--- src/rtl/y86_pkg.sv ---
// Shared Y86 constants: instruction codes, status codes, register IDs and
// condition-code bit positions used by the execute-stage issue logic.
package y86_pkg;

   // Instruction codes
   localparam logic [3:0] IHALT   = 4'h0;
   localparam logic [3:0] INOP    = 4'h1;
   localparam logic [3:0] IRRMOVQ = 4'h2;
   localparam logic [3:0] IIRMOVQ = 4'h3;
   localparam logic [3:0] IRMMOVQ = 4'h4;
   localparam logic [3:0] IMRMOVQ = 4'h5;
   localparam logic [3:0] IOPQ    = 4'h6;
   localparam logic [3:0] IJXX    = 4'h7;
   localparam logic [3:0] ICALL   = 4'h8;
   localparam logic [3:0] IRET    = 4'h9;
   localparam logic [3:0] IPUSHQ  = 4'hA;
   localparam logic [3:0] IPOPQ   = 4'hB;

   // Status codes
   localparam logic [2:0] STAT_AOK = 3'd1;
   localparam logic [2:0] STAT_HLT = 3'd2;
   localparam logic [2:0] STAT_ADR = 3'd3;
   localparam logic [2:0] STAT_INS = 3'd4;

   // Register ID meaning "no register"
   localparam logic [3:0] REG_NONE = 4'hF;

   // Condition-code bit positions within {ZF,SF,OF}
   localparam int CC_ZF = 2;
   localparam int CC_SF = 1;
   localparam int CC_OF = 0;

   // Reset value of the condition codes: ZF set, SF/OF clear
   localparam logic [2:0] CC_RESET = 3'b100;

   // Register IDs carried through the E register
   typedef struct packed {
      logic [3:0] dst_e;
      logic [3:0] dst_m;
      logic [3:0] src_a;
      logic [3:0] src_b;
   } reg_ids_t;

   localparam reg_ids_t REG_IDS_NONE = '{REG_NONE, REG_NONE, REG_NONE, REG_NONE};

endpackage

--- src/rtl/cc_reg.sv ---
// Condition-code register {ZF,SF,OF}. Written by the instruction currently
// in E; bubbles never write. Optional feature macro EXEC_ISSUE_STAT_SQUASH_EN
// additionally blocks the write while an exception sits in M or W.
module cc_reg
   import y86_pkg::*;
(
   input  logic       clock,
   input  logic       reset,
   input  logic       set_cc,
   input  logic       e_valid,
   input  logic [2:0] new_cc,
   input  logic [2:0] m_stat,
   input  logic [2:0] w_stat,
   output logic [2:0] cc
);

   logic wr_en;

`ifdef EXEC_ISSUE_STAT_SQUASH_EN
   // An older instruction that faulted must not see its successor's flags change
   assign wr_en = set_cc & e_valid & (m_stat == STAT_AOK) & (w_stat == STAT_AOK);
`else
   // Stat inputs only matter for the squash variant
   logic unused_stat;
   assign unused_stat = ^{m_stat, w_stat};
   assign wr_en = set_cc & e_valid;
`endif

   // Reset wins over any write pending in the same cycle
   always_ff @(posedge clock) begin
      if (reset)
         cc <= CC_RESET;
      else if (wr_en)
         cc <= new_cc;
   end

endmodule

--- src/rtl/exec_issue.sv ---
// Execute-stage issue block: E pipeline register feeding the execute unit,
// the condition-code register it feeds back through, and a counter of real
// instructions loaded into E. Optional macro: EXEC_ISSUE_STAT_SQUASH_EN
// (gates CC writes on M/W status being AOK).
module exec_issue
   import y86_pkg::*;
#(
   parameter int W     = 64,
   parameter int CNT_W = 32
) (
   input  logic             clock,
   input  logic             reset,
   input  logic [3:0]       d_icode,
   input  logic [3:0]       d_ifun,
   input  logic [W-1:0]     d_valC,
   input  logic [W-1:0]     d_valA,
   input  logic [W-1:0]     d_valB,
   input  logic [3:0]       d_dstE,
   input  logic [3:0]       d_dstM,
   input  logic [3:0]       d_srcA,
   input  logic [3:0]       d_srcB,
   input  logic [2:0]       d_stat,
   input  logic             E_stall,
   input  logic             E_bubble,
   input  logic [2:0]       new_cc,
   input  logic             set_cc,
   input  logic [2:0]       m_stat,
   input  logic [2:0]       W_stat,
   output logic [3:0]       icode,
   output logic [3:0]       ifun,
   output logic [W-1:0]     valC,
   output logic [W-1:0]     valA,
   output logic [W-1:0]     valB,
   output logic [3:0]       E_dstE,
   output logic [3:0]       E_dstM,
   output logic [3:0]       E_srcA,
   output logic [3:0]       E_srcB,
   output logic [2:0]       E_stat,
   output logic             E_valid,
   output logic [2:0]       cc,
   output logic [CNT_W-1:0] issue_cnt
);

   reg_ids_t ids;
   logic     load;

   // Bubble overrides stall; a plain load happens only when neither is asserted
   assign load = ~E_bubble & ~E_stall;

   assign E_dstE = ids.dst_e;
   assign E_dstM = ids.dst_m;
   assign E_srcA = ids.src_a;
   assign E_srcB = ids.src_b;

   // E pipeline register: reset/bubble insert a nop, stall holds, else load decode
   always_ff @(posedge clock) begin
      if (reset || E_bubble) begin
         icode   <= INOP;
         ifun    <= 4'h0;
         valC    <= '0;
         valA    <= '0;
         valB    <= '0;
         ids     <= REG_IDS_NONE;
         E_stat  <= STAT_AOK;
         E_valid <= 1'b0;
      end else if (load) begin
         icode   <= d_icode;
         ifun    <= d_ifun;
         valC    <= d_valC;
         valA    <= d_valA;
         valB    <= d_valB;
         ids     <= '{d_dstE, d_dstM, d_srcA, d_srcB};
         E_stat  <= d_stat;
         E_valid <= 1'b1;
      end
   end

   // Count every real instruction entering E; wraps naturally at 2^CNT_W
   always_ff @(posedge clock) begin
      if (reset)
         issue_cnt <= '0;
      else if (load)
         issue_cnt <= issue_cnt + 1'b1;
   end

   // CC write belongs to the instruction currently held in E, not the incoming one
   cc_reg u_cc_reg (
      .clock   (clock),
      .reset   (reset),
      .set_cc  (set_cc),
      .e_valid (E_valid),
      .new_cc  (new_cc),
      .m_stat  (m_stat),
      .w_stat  (W_stat),
      .cc      (cc)
   );

endmodule

--- config.mk ---
export PLATFORM = sky130hd
export DESIGN_NAME = exec_issue
export DESIGN_NICKNAME = d
export VERILOG_FILES = /design/src/rtl/y86_pkg.sv /design/src/rtl/cc_reg.sv /design/src/rtl/exec_issue.sv
export SDC_FILE = /design/constraint.sdc
export NUM_CORES = 1
export LEC_CHECK = 0
export ABC_AREA = 0
export BUFFER_PORTS_ARGS = -buffer_cell sky130_fd_sc_hd__clkbuf_2
export CAP_MARGIN = 20
export CORE_AREA = 4 4 185 187
export DETAILED_ROUTE_END_ITERATION = 8
export DIE_AREA = 0 0 189 191
export GPL_ROUTABILITY_DRIVEN = 0
export PLACE_DENSITY = 0.62
export SLEW_MARGIN = 10
export SYNTH_ARGS = -nofsm -noshare
export SYNTH_HDL_FRONTEND = slang
export SYNTH_HIERARCHICAL = 1
export SYNTH_SLANG_ARGS = --single-unit
--- constraint.sdc ---
create_clock -name clock -period 4 [get_ports clock]
set_clock_uncertainty 0.05 [all_clocks]
set_input_delay 0.2 -clock clock [delete_from_list [all_inputs] [get_ports clock]]
set_output_delay 0.2 -clock clock [all_outputs]
set_load 0.01 [all_outputs]
==> summary.md <==
| Metric | Value |
|---|---|
| Status | `finished, final reports clean` |
| Min-Delay Endpoint | `issue_cnt[1]` |
| Initial core utilization | `28.7%` |
| Hold path cells | `4` |
| Worst hold start | `E_bubble` |
| Die Y | `191 um` |
| Initial DRC count | `322` |
| Avg Inst Size Synth | `10.3 um^2` |
| Max IR drop VDD | `0.319 mV` |
| Crit. End Element | `flip-flop` |
| Area growth, synth to finish | `65.0%` |
| Most frequent cells in the layout | `480 x clkbuf_2, 255 x dfxtp_1, 227 x dlygate4sd3_1` |
| Total core area | `0.0325 mm^2` |
| WL/cell | `15.8 um` |
| CTS buffer count | `29` |
| Biggest regs | `valA x64, valB x64, valC x64` |
| Vias | `9198` |
| FILL cells | `2957` |
| RSZ-0062 raised after global routing | `no` |
| Ports | `488` |
| Post-CTS resize count | `0` |
| Layout cells sized above 1 | `33.7%` |
| Critical Path AT | `2.64 ns` |
| Placed wire-length estimate | `21.6 mm` |
| Non-Filler Instances | `2061` |
| Post-synth EDFFs | `0` |
| Die W | `189 um` |
| DIE AREA | `0.0361 mm^2` |
| Gate power share | `12.0%` |
| Actual slew at the worst max-slew pin | `0.948 ns` |
| Post-DRT Antenna Nets | `0` |
| Pin count of the biggest net entering global routing | `117` |
| Switching Power | `1400 uW` |
| Period utilization | `56.9%` |
| Leakage | `0.00742 uW` |
| First-pass detailed-route iteration total | `4` |
| Setup_tns | `0 ns` |
| Mapped Area | `0.00931 mm^2` |
| CTS tree | `built` |
| Final Hold Fails | `0` |
| Final Max Tran Viols | `0` |
| Post-synth net total | `1141` |
| Sequential fraction of the synthesis area | `54.8%` |
| Seq pwr share | `44.8%` |
| Required time worst endpoint | `4.37 ns` |
| Crit Path Max Fanout | `12` |
| Dominant synthesized flop cell | `dfxtp_1` |
| Synth Register Bits | `255` |
| RR Startpoint | `issue_cnt[4]` |
| R2R depth | `4` |
| YS warnings | `6` |
| Commonest non-fill, non-tap cell in the layout | `clkbuf_2` |
| FFs w/ async S/R, synth | `0%` |
| Cells after DPL | `1779` |
| Initial antenna violation count | `1` |
| H-tree levels | `1` |
| FF-to-FF End | `issue_cnt[31]` |
| Cells after synthesis | `907` |
| Num rows | `66` |
| Final Setup Violations | `0` |
| Min-Delay Path Class | `input port to flip-flop` |
| GRT overflow | `0` |
| Cell Int Power | `4530 uW` |
| Via density | `4.46` |
| Sw Ratio | `23.7%` |
| Max-cap violations | `0` |
| Setup bufs post-CTS | `0` |
| CTS sink cnt | `255` |
| Clk_lat worst skew | `0.53 ns` |
| Min Tclk post-route | `2.28 ns` |
| First-pass GRT wire length | `50.5 mm` |
| Drt drc | `0` |
| R2r setup slk | `1.72 ns` |
| Reg clk slew, reported paths | `0.06 ns` |
| Port Buffers | `481` |
| Vias in the first global route | `9597` |
| Clock power share | `43.2%` |
| Pwr dens | `386 mW/mm^2` |
| Final nets | `1829` |
| Slew HR | `36.8%` |
| WL final | `32.7 mm` |
| Clk root buf | `clkbuf_16` |
| CTS Buffer Depth | `3` |
| GRT Util Overall | `16.9%` |
| CTS Hold Bufs | `227` |
| CP Launch Type | `flip-flop` |
| Achievable Freq | `0.439 GHz` |
| Setup CP Type | `flip-flop to flip-flop` |
| Post-synth cell types | `37` |
how the worst max path moves through the flow:
stage / startpoint / to / slack, ns
after floorplan: issue_cnt[3] / issue_cnt[29] / 1.90
after global placement: reset / valA[37] / 1.70
after detailed placement: reset / valA[37] / 1.69
after CTS: issue_cnt[3] / issue_cnt[31] / 1.73
after global routing: issue_cnt[3] / issue_cnt[29] / 1.57
final: issue_cnt[4] / issue_cnt[31] / 1.72
per-stage QoR:
stage / power (uW) / setup WS [ns] / instance area (um^2) / util (%) / hold WS [ns]
2_1_floorplan: 2980 / 1.90 / 9310 / - / 0.219
3_3_place_gp: 3220 / 1.70 / 12200 / 37.5 / 0.361
3_5_place_dp: 3230 / 1.69 / 12200 / 37.5 / 0.365
4_1_cts: 6000 / 1.73 / 15400 / 47.3 / 0.0308
5_1_grt: 6190 / 1.57 / 15400 / 47.3 / 0.0876
6_report: 5940 / 1.72 / 15400 / 47.3 / 0.0604
layer usage:
layer	part of all wire (%)	vias to the layer above	GRT usage [%]	routed length, um
met5	0	-	0	0
met4	3.9	0	6.64	1270
met3	7.5	98	4.75	2440
met2	50	344	30.4	16400
met1	38	4285	19.1	12600
li1	-	4471	-	-
power groups by stage:
stage	logic (uW)	registers, uW	clock network, uW
after floorplan	242	2740	0
after global placement	516	2710	0
after detailed placement	522	2710	0
after CTS	704	2660	2640
after global routing	769	2670	2750
final	713	2660	2560
critical path, stage by stage (launching register included):
cell,delay [ns]
dfxtp_1,0.42
nand4_1,0.24
or4_1,0.82
nor3_1,0.28
mux2_2,0.35
layout make-up:
class	count	area (um^2)	share of cell area (%)
Clock buffer	42	845	5.50
Multi-Input combinational cell	590	3970	25.8
Antenna cell	2	5.00	0.0326
Inverter	4	15.0	0.0977
Sequential cell	255	5100	33.2
Clock inverter	11	83.8	0.546
Tap cell	442	553	3.60
Timing Repair Buffer	715	4790	31.2
synthesized netlist by cell type, drive strengths merged, types with 4 or more instances:
library cell / instances / area (um^2)
a21oi: 21 / 105
and4: 6 / 52.6
buf: 4 / 23.8
clkbuf: 54 / 203
dfxtp: 255 / 5100
inv: 4 / 15.0
mux2i: 219 / 2190
nand2: 33 / 124
nand3: 11 / 55.1
nand4: 8 / 50.1
nor2: 217 / 815
nor3: 5 / 25.0
o21ai: 7 / 35.0
o31ai: 9 / 67.6
or3: 7 / 43.8
or4: 9 / 71.3
xnor2: 4 / 35.0
xor2: 7 / 61.3
cell families after synthesis:
| group | synth area share [%] |
|---|---|
| AO/OA/AOI/OAI | 2.72 |
| buffers and inverters | 2.59 |
| adder cells (fa/ha/maj) | 0.134 |
| XOR/XNOR | 1.03 |
| AND/OR/NAND/NOR | 14.8 |
| flip-flops | 54.8 |
| multiplexers | 23.9 |
Power figures use the tool's default switching activity.
